$ cat src/rtl/serial_adder_pkg.sv
// Shared definitions for the serial adder and its downstream deserialiser.
package serial_adder_pkg;

   localparam int DEFAULT_WIDTH = 4;

   typedef enum logic [1:0] {
      IDLE  = 2'd0,
      SHIFT = 2'd1,
      DONE  = 2'd2
   } state_t;

   // Bit counter width: holds 0..WIDTH without wrapping.
   function automatic int cnt_width(input int w);
      return $clog2(w) + 1;
   endfunction

endpackage

$ cat src/rtl/serial_add_core_full_adder.sv
// One-bit full adder used by the bit-serial datapath.
module full_adder (
   input  logic a,
   input  logic b,
   input  logic cin,
   output logic s,
   output logic cout
);

   assign s    = a ^ b ^ cin;
   assign cout = (a & b) | (a & cin) | (b & cin);

endmodule

$ cat src/rtl/serial_add_core.sv
// Bit-serial unsigned adder: captures two WIDTH-bit operands on load and
// emits their sum LSB first, one bit per cycle, with shift/done framing.
module serial_add_core
   import serial_adder_pkg::*;
#(
   parameter int WIDTH = DEFAULT_WIDTH
) (
   input  logic             clk,
   input  logic             reset,
   input  logic             load,
   input  logic [WIDTH-1:0] a_in,
   input  logic [WIDTH-1:0] b_in,
   output logic             sum_bit,
   output logic             shift,
   output logic             carry_out,
   output logic             busy,
   output logic             done
);

   localparam int            CW   = cnt_width(WIDTH);
   localparam logic [CW-1:0] LAST = CW'(WIDTH - 1);

   state_t           state, state_nxt;
   logic [WIDTH-1:0] a_sh, b_sh, a_sh_nxt, b_sh_nxt;
   logic             carry, carry_nxt;
   logic [CW-1:0]    cnt, cnt_nxt;
   logic             sum_nxt, shift_nxt, carry_out_nxt, busy_nxt, done_nxt;
   logic             fa_s, fa_c;

   full_adder u_fa (
      .a    (a_sh[0]),
      .b    (b_sh[0]),
      .cin  (carry),
      .s    (fa_s),
      .cout (fa_c)
   );

   // Next-state and next-output decode; every output is registered below so
   // nothing combinational reaches a port.
   always_comb begin
      state_nxt     = state;
      a_sh_nxt      = a_sh;
      b_sh_nxt      = b_sh;
      carry_nxt     = carry;
      cnt_nxt       = cnt;
      sum_nxt       = 1'b0;
      shift_nxt     = 1'b0;
      carry_out_nxt = carry_out;
      busy_nxt      = 1'b0;
      done_nxt      = 1'b0;
      case (state)
         IDLE: begin
            if (load) begin
               a_sh_nxt      = a_in;
               b_sh_nxt      = b_in;
               carry_nxt     = 1'b0;
               cnt_nxt       = '0;
               carry_out_nxt = 1'b0;
               busy_nxt      = 1'b1;
               state_nxt     = SHIFT;
            end
         end
         SHIFT: begin
            sum_nxt   = fa_s;
            carry_nxt = fa_c;
            a_sh_nxt  = a_sh >> 1;
            b_sh_nxt  = b_sh >> 1;
            shift_nxt = 1'b1;
            busy_nxt  = 1'b1;
            cnt_nxt   = cnt + 1'b1;
            if (cnt == LAST) begin
               done_nxt      = 1'b1;
               carry_out_nxt = fa_c;
               state_nxt     = DONE;
            end
         end
         DONE: begin
            // load is ignored here; always one idle cycle between operations
            state_nxt = IDLE;
         end
         default: state_nxt = IDLE;
      endcase
   end

   // State, datapath and output registers with synchronous reset.
   always_ff @(posedge clk) begin
      if (reset) begin
         state     <= IDLE;
         a_sh      <= '0;
         b_sh      <= '0;
         carry     <= 1'b0;
         cnt       <= '0;
         sum_bit   <= 1'b0;
         shift     <= 1'b0;
         carry_out <= 1'b0;
         busy      <= 1'b0;
         done      <= 1'b0;
      end else begin
         state     <= state_nxt;
         a_sh      <= a_sh_nxt;
         b_sh      <= b_sh_nxt;
         carry     <= carry_nxt;
         cnt       <= cnt_nxt;
         sum_bit   <= sum_nxt;
         shift     <= shift_nxt;
         carry_out <= carry_out_nxt;
         busy      <= busy_nxt;
         done      <= done_nxt;
      end
   end

endmodule
$ cat config.mk
export PLATFORM = sky130hd
export DESIGN_NAME = serial_add_core
export DESIGN_NICKNAME = d
export VERILOG_FILES = /design/src/rtl/serial_adder_pkg.sv /design/src/rtl/serial_add_core_full_adder.sv /design/src/rtl/serial_add_core.sv
export SDC_FILE = /design/constraint.sdc
export NUM_CORES = 1
export LEC_CHECK = 0
export CORE_MARGIN = 8
export CORE_UTILIZATION = 44
export CTS_CLUSTER_DIAMETER = 30
export DETAILED_ROUTE_END_ITERATION = 8
export PLACE_DENSITY = 0.72
export SLEW_MARGIN = 40
export SYNTH_ARGS = -nofsm -noshare
export SYNTH_HDL_FRONTEND = slang
export SYNTH_HIERARCHICAL = 1
export SYNTH_SLANG_ARGS = --single-unit
$ cat constraint.sdc
create_clock -name clk -period 1 [get_ports clk]
set_input_delay 0.3 -clock clk [delete_from_list [all_inputs] [get_ports clk]]
set_output_delay 0.3 -clock clk [all_outputs]
set_load 0.05 [all_outputs]
* Word level (Yosys, flattened, before mapping)
Index checks and enable logic that the tools add are counted.
Widths: inputs -> output; s select.
** Storage, ports and cells
- Logic and storage cells :: 46
- Output and inout bits :: 5
- Register bits :: 19
- Bits of input ports :: 11
** Cells by class
- Reduce and logical (&&, ||, !) cells :: 6
- Mux-type cells :: 17
- Equality and inequality tests :: 4
- Bitwise logic cells :: 8
- Add/sub/neg operators :: 1
** Operators by type and width (number)
- $pmux 4 s2 :: 2
- $mux 4 :: 2
- $pmux 1 s2 :: 3
- $pmux 3 s2 :: 1
- $mux 1 :: 5
- $mux 2 :: 2
- $ne 2x2->1 const B :: 2
- $pmux 2 s2 :: 1
- $reduce_and 2->1 :: 2
- $add 3x1->3 const B :: 1
- $and 1x1->1 :: 3
- $eq 3x2->1 const B :: 1
- $mux 3 :: 1
- $reduce_and 3->1 :: 1
- $eq 2x1->1 const B :: 1
- $logic_not 2->1 :: 1
- $or 1x1->1 :: 2
- $reduce_bool 2->1 :: 1
- $reduce_or 2->1 :: 1
- $xor 1x1->1 :: 2
- $not 1->1 :: 1

* Logic depth before layout (Yosys ltp)
- Depth in word-level cells :: 5
- Gate-level depth with buffers :: 5
- Depth with buffers taken out :: 4

* Hierarchy
The synthesis kept the hierarchy.
** By module, submodules not included
- serial_add_core :: cells each 78, area an instance 794.5 sq um, instances 1, seq. area each 380.4 sq um
- full_adder :: cells each 1, area an instance 20.0 sq um, instances 1, seq. area each 0.0 sq um

* Worst setup path before layout
Ideal clock, no wire load.
- Kind :: register -> register
- Start point :: register a_sh[0]
- End point :: register carry
- Data required time :: 870 ps
- Cell stages (with the launch flop) :: 4
- Clock period less this slack :: 1080 ps
- Buffers on the path :: 0
- Path slack :: -80 ps
- Setup time :: 130 ps
- Data arrival time :: 950 ps
- Cells stage by stage :: dfxtp_1 > fa_1 > a22oi_1 > nor2_1
** On the way
- Word-level cells in the longest chain between the ends :: 4
- Elaborated cells on any way between the ends :: 5
- Classes of those cells :: mux: 1; bitwise: 4
** Ends and longest elaborated chain
- from (decl) :: line serial_add_core.sv:24 : logic [WIDTH-1:0] a_sh, b_sh, a_sh_nxt, b_sh_nxt;
- from (signal assigned) :: line serial_add_core.sv:100 : a_sh <= a_sh_nxt;
- $and 1x1->1 :: line serial_add_core_full_adder.sv:11 : assign cout = (a & b) | (a & cin) | (b & cin);
- $or 1x1->1 * (2 in series) :: line serial_add_core_full_adder.sv:11
- net fa_c :: line serial_add_core.sv:28 : logic fa_s, fa_c;
- $pmux 1 s2 * :: line serial_add_core.sv:51 : case (state)
- to (signal assigned) :: line serial_add_core.sv:102 : carry <= carry_nxt;
- to (decl) :: line serial_add_core.sv:25 : logic carry, carry_nxt;
Mark *: on every way through the listed nets, which the timed path passes. The rest lies on a longest branch.
A chain may end at the register's enable or synchronous reset.

* Worst setup path in the final report
- Start point :: register carry_out
- End point :: output port carry_out
** RTL lines
- from (decl) :: line serial_add_core.sv:15 : output logic carry_out,
- from (signal assigned) :: line serial_add_core.sv:106 : carry_out <= carry_out_nxt;
No word-level cell between the ends.

==> run metrics <==
Routed WL=between 1500 and 2000 um; Max Clk Rate=908 MHz; final core utilization=0.743; clock-pin slew on the worst setup and hold paths=between 0.1 and 0.15 ns; Area after DPL=1160 um2; cells along the critical path=buf_12; DRC Markers=0; pwr/cell area=1210 nW/um2; M2 GR Usage=0.171; number of diodes=0; Initial Utilization=0.472; met1 usage=0.115; clk sinks=19; CTS tree=done; Cells after DPL=125; share of the synthesized area in the top cell type=0.467; Worst EP required=around 0.7 ns; Slowest Stage Delay on Critical Path=about 0.37 ns; final cell count without fillers=131; GRT busiest layer=met2; Synth cell types=27; critical path startpoint category=flop; antenna violations before repair=0; largest net degree at the start of global routing=12; layout net count=121; clock tree buffer depth=2; Die Y-Extent=59.0 um; crit path kind=reg -> out; top post-synthesis cells by area=dfxtp_1 47%, a211oi_2 6.1%, mux2i_1 6.1%; Via-to-Cell Ratio=5.11; critical path fanouts, max=2; yosys warns=6; Synth Net Count=93; CP delay by family, top=flip-flops; GR Layer Usage met3=0.0369; Filler Cell Count=124; share of layout cells above drive strength 1=0.547; area grow syn2layout=57.6%; cell leakage power=0.486 nW; Worst slew margin=0.795; top_reg_cell synth=dfxtp_1; DP HPWL=~1300 um; synthesized area per cell=around 10 um2; Slew Viols, Final=0; total power draw=1.55 mW; htree depth=1; Placeable Area=1730 um2; num ports=16; pre-CTS setup slack=-0.564 ns; register area share after synthesis=0.467; Die X=between 50 and 60 um; PnR worst setup slack=-0.101 ns; unrepaired setup endpoints after global routing=true; Clk Latency, worst-skew pair=0.29 ns; top-count cell post-synth=dfxtp_1; ANT nets after route=0; failing checks=setup timing; WP data arrival=0.80 ns; Hold WC Path Type=in -> reg; vias=about 670; PortBufs=15; first-pass GRT wire length=2850 um; Die ar.=3480 um2; period utilization=1.10; max_cap viols=0; slowest cell on the critical path=dfxtp_2; top post-synthesis cells by count=19 x dfxtp_1, 7 x nor2_1, 5 x mux2i_1; Final GP Congestion=a little under 0.8; maximum vdd drop=around 1.1 mV; fraction of registers with async set/reset=0; TritonCTS Buffers=3; worst clock skew=0.00377 ns; Synth Instances=79; Setup crit end kind=output port; CTS root buf=clkbuf_4; GRT overflow=0; Synth Cell Area=around 810 um2; measured slew at the worst slew-check pin=approximately 0.31 ns; row cnt=15; WL/cell=13.4 um; Post-synth EDFFs=0; DR pass1 iterations=4; vias in the first global route=658; CP Buf/Inv Count=1; Yosys top cell by area=dfxtp_1; flops & latches, synth=19; Final min period=1.10 ns; DR iter-0 viols=15; Finish-stage setup viols=11; Tot GR Track Use=0.106; post-route cell area=1280 um2; outcome=complete, but fails checks; Final Hold Viols=0
## registers in the layout, indices dropped and copies added (netlist names)
signal,count
cnt,3
state,2
busy,1
shift,1
done,1
carry_out,1
a_sh,4
carry,1
b_sh,4
sum_bit,1
## path summary, 6_finish.rpt
kind                   from        end  slack [ns]  cells past startpoint
setup reg to reg    a_sh[0]      carry       -0.07                      3
setup / recovery  carry_out  carry_out       -0.10                      1
hold / removal        reset      shift        0.47                      2
hold reg to reg      cnt[2]     cnt[2]        0.50                      2
## metrics by stage
stage | hold slack (ns) | TNS, ns
2_1_floorplan | 0.454 | -0.107
3_3_place_gp | 0.462 | -8.37
3_5_place_dp | 0.475 | -8.68
4_1_cts | 0.472 | -0.759
5_1_grt | 0.481 | -1.22
6_report | 0.473 | -0.664
## logic make-up after synthesis
| logic type | after synthesis | share of synthesized area |
|---|---|---|
| AOI/OAI and AO/OA | 21 | 0.215 |
| adders and majority gates | 3 | 0.0553 |
| buffers and inverters | 8 | 0.0461 |
| DFF | 19 | 0.467 |
| muxes | 5 | 0.0614 |
| and+or+nand+nor | 23 | 0.155 |
## layout by cell type (no fill, tap or decap), types with 4 or more instances in the layout
cell type / n
a21oi_1: 4
a211oi_2: 4
nor2_1: 5
dfxtp_1: 8
clkdlybuf4s50_1: 8
buf_4: 11
dfxtp_2: 8
buf_12: 5
nor2_4: 6
## cell type report
class | count | area (um2) | share of cell area
Tap cell | 25 | 31.3 | 0.0244
Multi-Input combinational cell | 52 | 513 | 0.400
Sequential cell | 19 | 402 | 0.313
Inverter | 3 | 11.3 | 0.00877
Clock inverter | 1 | 5.00 | 0.00390
Timing Repair Buffer | 28 | 299 | 0.233
Clock buffer | 3 | 22.5 | 0.0175
## power breakdown
| group | leakage, nW | internal [mW] | switching (mW) |
|---|---|---|---|
| clock | 0.0177 | 0.149 | 0.234 |
| combinational | 0.307 | 0.184 | 0.142 |
| sequential | 0.161 | 0.797 | 0.0436 |
## per-layer routing
layer | share of wire | vias up
li1 | - | 336
met1 | 0.42 | 311
met2 | 0.49 | 20
met3 | 0.077 | 2
met4 | 0.0097 | 0
met5 | 0 | -
## what timing repair did
action	CTS	global route
endpoints found under the hold margin	0	0
pin swaps	4	4
cloned	0	0
buffers inserted	1	1
resized for setup	16	15
endpoints found under the setup margin	23	19
hold buffers	0	0
Power figures use the tool's default switching activity.
==> RTL change: new RTL, same settings <==
Encoding of `state_t`: now one-hot (3 bits for 3 states).
--- a/src/rtl/serial_adder_pkg.sv
+++ b/src/rtl/serial_adder_pkg.sv
@@ -3,10 +3,10 @@
 
    localparam int DEFAULT_WIDTH = 4;
 
-   typedef enum logic [1:0] {
-      IDLE  = 2'd0,
-      SHIFT = 2'd1,
-      DONE  = 2'd2
+   typedef enum logic [2:0] {
+      IDLE  = 3'b001,
+      SHIFT = 3'b010,
+      DONE  = 3'b100
    } state_t;
 
    // Bit counter width: holds 0..WIDTH without wrapping.
Check against the original RTL: same outputs for any inputs over 10 cycles, from zero or initial values and one cycle with reset high; not proved beyond that.
==> RTL change against the original RTL <==
  * The run still ends with negative setup slack left
  * Cell area rose by 4.3%
  * Sequential cell count rose by 1
  * Worst setup slack got worse by 0.11 ns
  * Die area rose by 0.68%
  * Wire length rose by 20%
  * Combinational power fell by 8.3%
  * Area after synthesis rose by 0.92%
  * Register-to-register slack got worse by 0.14 ns
  * Sequential share of layout area rose by 0.40 points
  * Non-clock buffer count rose by 8
  * Core utilization rose by 2.4 points
  * Count of clock-buffer cells in the layout did not move
  * Power fell by 0.46%
==> RTL change: results (changes against the original RTL) <==
Worst setup path
  • R2R cell count: 4 (was 3)
  • Worst-path maximum fanout: 6 (was 2)
  • Crit path DAT: 1.40 ns (was 0.80 ns)

Yosys
  • Most area-consuming cells after synthesis: dfxtp_1 (49%), o32ai_1 (6.4%), a211oi_1 (5.5%) (was dfxtp_1 (47%), a211oi_2 (6.1%), mux2i_1 (6.1%))
  • Syn. warnings: 6 (unchanged)
  • Post-synth EDFFs: 0 (unchanged)
  • Seq/Total Area, Yosys: 0.487 (was 0.467)
  • Post-synth cell types: 26 (was 27)
  • Commonest cells in the netlist: dfxtp_1 (20), inv_1 (7), nor3_1 (7), a211oi_1 (6), o32ai_1 (6) (was dfxtp_1 (19), nor2_1 (7), mux2i_1 (5))
  • Synthesized Nets: 89 (was 93)

Worst hold path
  • Worst Hold Class: reg2reg (was in2reg)
  • Worst Hold Depth: 1 (was 2)

Placement
  • GP Congestion: 0.761 (was 0.770)
  • Port Buffer Count: 15 (unchanged)
  • Detailed Place HPWL: 1360 um (was 1320 um)

CTS
  • Root Buffer: clkbuf_4 (unchanged)
  • Post-CTS setup buffers: 5 (was 1)
  • Resized Gates After CTS: 21 (was 16)
  • CTS H-tree lvls: 1 (unchanged)
  • Reg clk slew, reported paths: 0.10 ns

Route
  • Routed vias: 762 (was 669)
  • Iteration-0 DRC Markers: 19 (was 15)
  • Total wire length: 2100 um (was 1760 um)

STA
  • Worst setup margin: -0.211 ns (was -0.101 ns)
  • Hold Worst Slack: 0.507 ns (was 0.473 ns)
  • TNS Setup: -3.00 ns (was -0.664 ns)
  • Max Clock Skew: 0.00218 ns (was 0.00377 ns)
  • Relative max-transition margin: 0.805 (was 0.795)
  • Final setup vio count: 23 (was 11)

Power
  • Sequential power share: 0.568 (was 0.543)
  • Leakage: 0.536 nW (was 0.486 nW)
  • Internal power: 1.15 mW (was 1.13 mW)
  • Max VDD drop: 0.000728 V (was 0.00107 V)
  • Power per Cell Area: 1150 nW/um2 (was 1210 nW/um2)
  • Clk power: 0.367 mW (was 0.383 mW)

Global route
  • First-pass GRT wire length: 3160 um (was 2850 um)
  • Vias in the first global route: 735 (was 658)
  • All-layer global routing usage: 0.115 (was 0.106)
  • Pin count of the biggest net entering global routing: 11 (was 12)

Outcome
  • Status: finished, violations left (unchanged)
  • Violated checks: negative setup slack (unchanged)

Cells and area
  • Layout cells sized above 1: 0.509 (was 0.547)
  • Largest regs: a_sh x4, b_sh x4 (was a_sh x4, b_sh x4, cnt x3)
  • Nets@finish: 128 (was 121)
  • Fillers: 125 (was 124)

Run
  • Max Cap Viol: 0 (unchanged)
==> RTL change: layout make-up <==
class | count | area share
Multi-Input combinational cell | 46 | 0.338
Sequential cell | 20 | 0.317
Timing Repair Buffer | 36 | 0.285
Tap cell | 25 | 0.0234
Inverter | 7 | 0.0196
Clock buffer | 3 | 0.0168
==> RTL change: per-layer routing <==
metal | wire length (um) | GRT usage | part of all wire | up-vias
met2 | 1060 | 0.194 | 0.50 | 28
met5 | 0 | 0 | 0 | -
met3 | 123 | 0.0434 | 0.058 | 6
met4 | 26 | 0.0375 | 0.012 | 0
met1 | 891 | 0.130 | 0.42 | 367
li1 | - | - | - | 361
==> RTL change: through the flow <==
| stage | cells | instance area [um2] | worst slack, ns | util | total power, mW |
|---|---|---|---|---|---|
| final | 137 | 1340 | -0.211 | 0.767 | 1.54 |
| after global routing | 137 | 1340 | -0.252 | 0.767 | 1.60 |
| after CTS | 135 | 1290 | -0.194 | 0.740 | 1.51 |
| after detailed placement | 126 | 1170 | -0.590 | 0.671 | 1.14 |
| after global placement | 126 | 1170 | -0.544 | 0.671 | 1.13 |
| after floorplan | 75 | 857 | -0.138 | - | 1.02 |
==> RTL change: path summary, 6_finish.rpt <==
kind            start       to
max reg2reg  state[0]  b_sh[3]
min            cnt[2]   cnt[2]
max          state[0]  b_sh[3]
min reg2reg    cnt[2]   cnt[2]
==> RTL change: cells by family after synthesis <==
logic type / Yosys count / synth area share
AOI/OAI and AO/OA: 21 / 0.202
muxes: 2 / 0.0259
DFF: 20 / 0.487
buffers and inverters: 10 / 0.0563
and+or+nand+nor: 19 / 0.174
adders and majority gates: 3 / 0.0548
==> RTL change: critical path, cell delays in order, from the launching register on <==
cell and delay, ns:
dfxtp_4 0.39, nor3b_4 0.31, buf_4 0.18, nor2_1 0.04
a32o_1 0.19
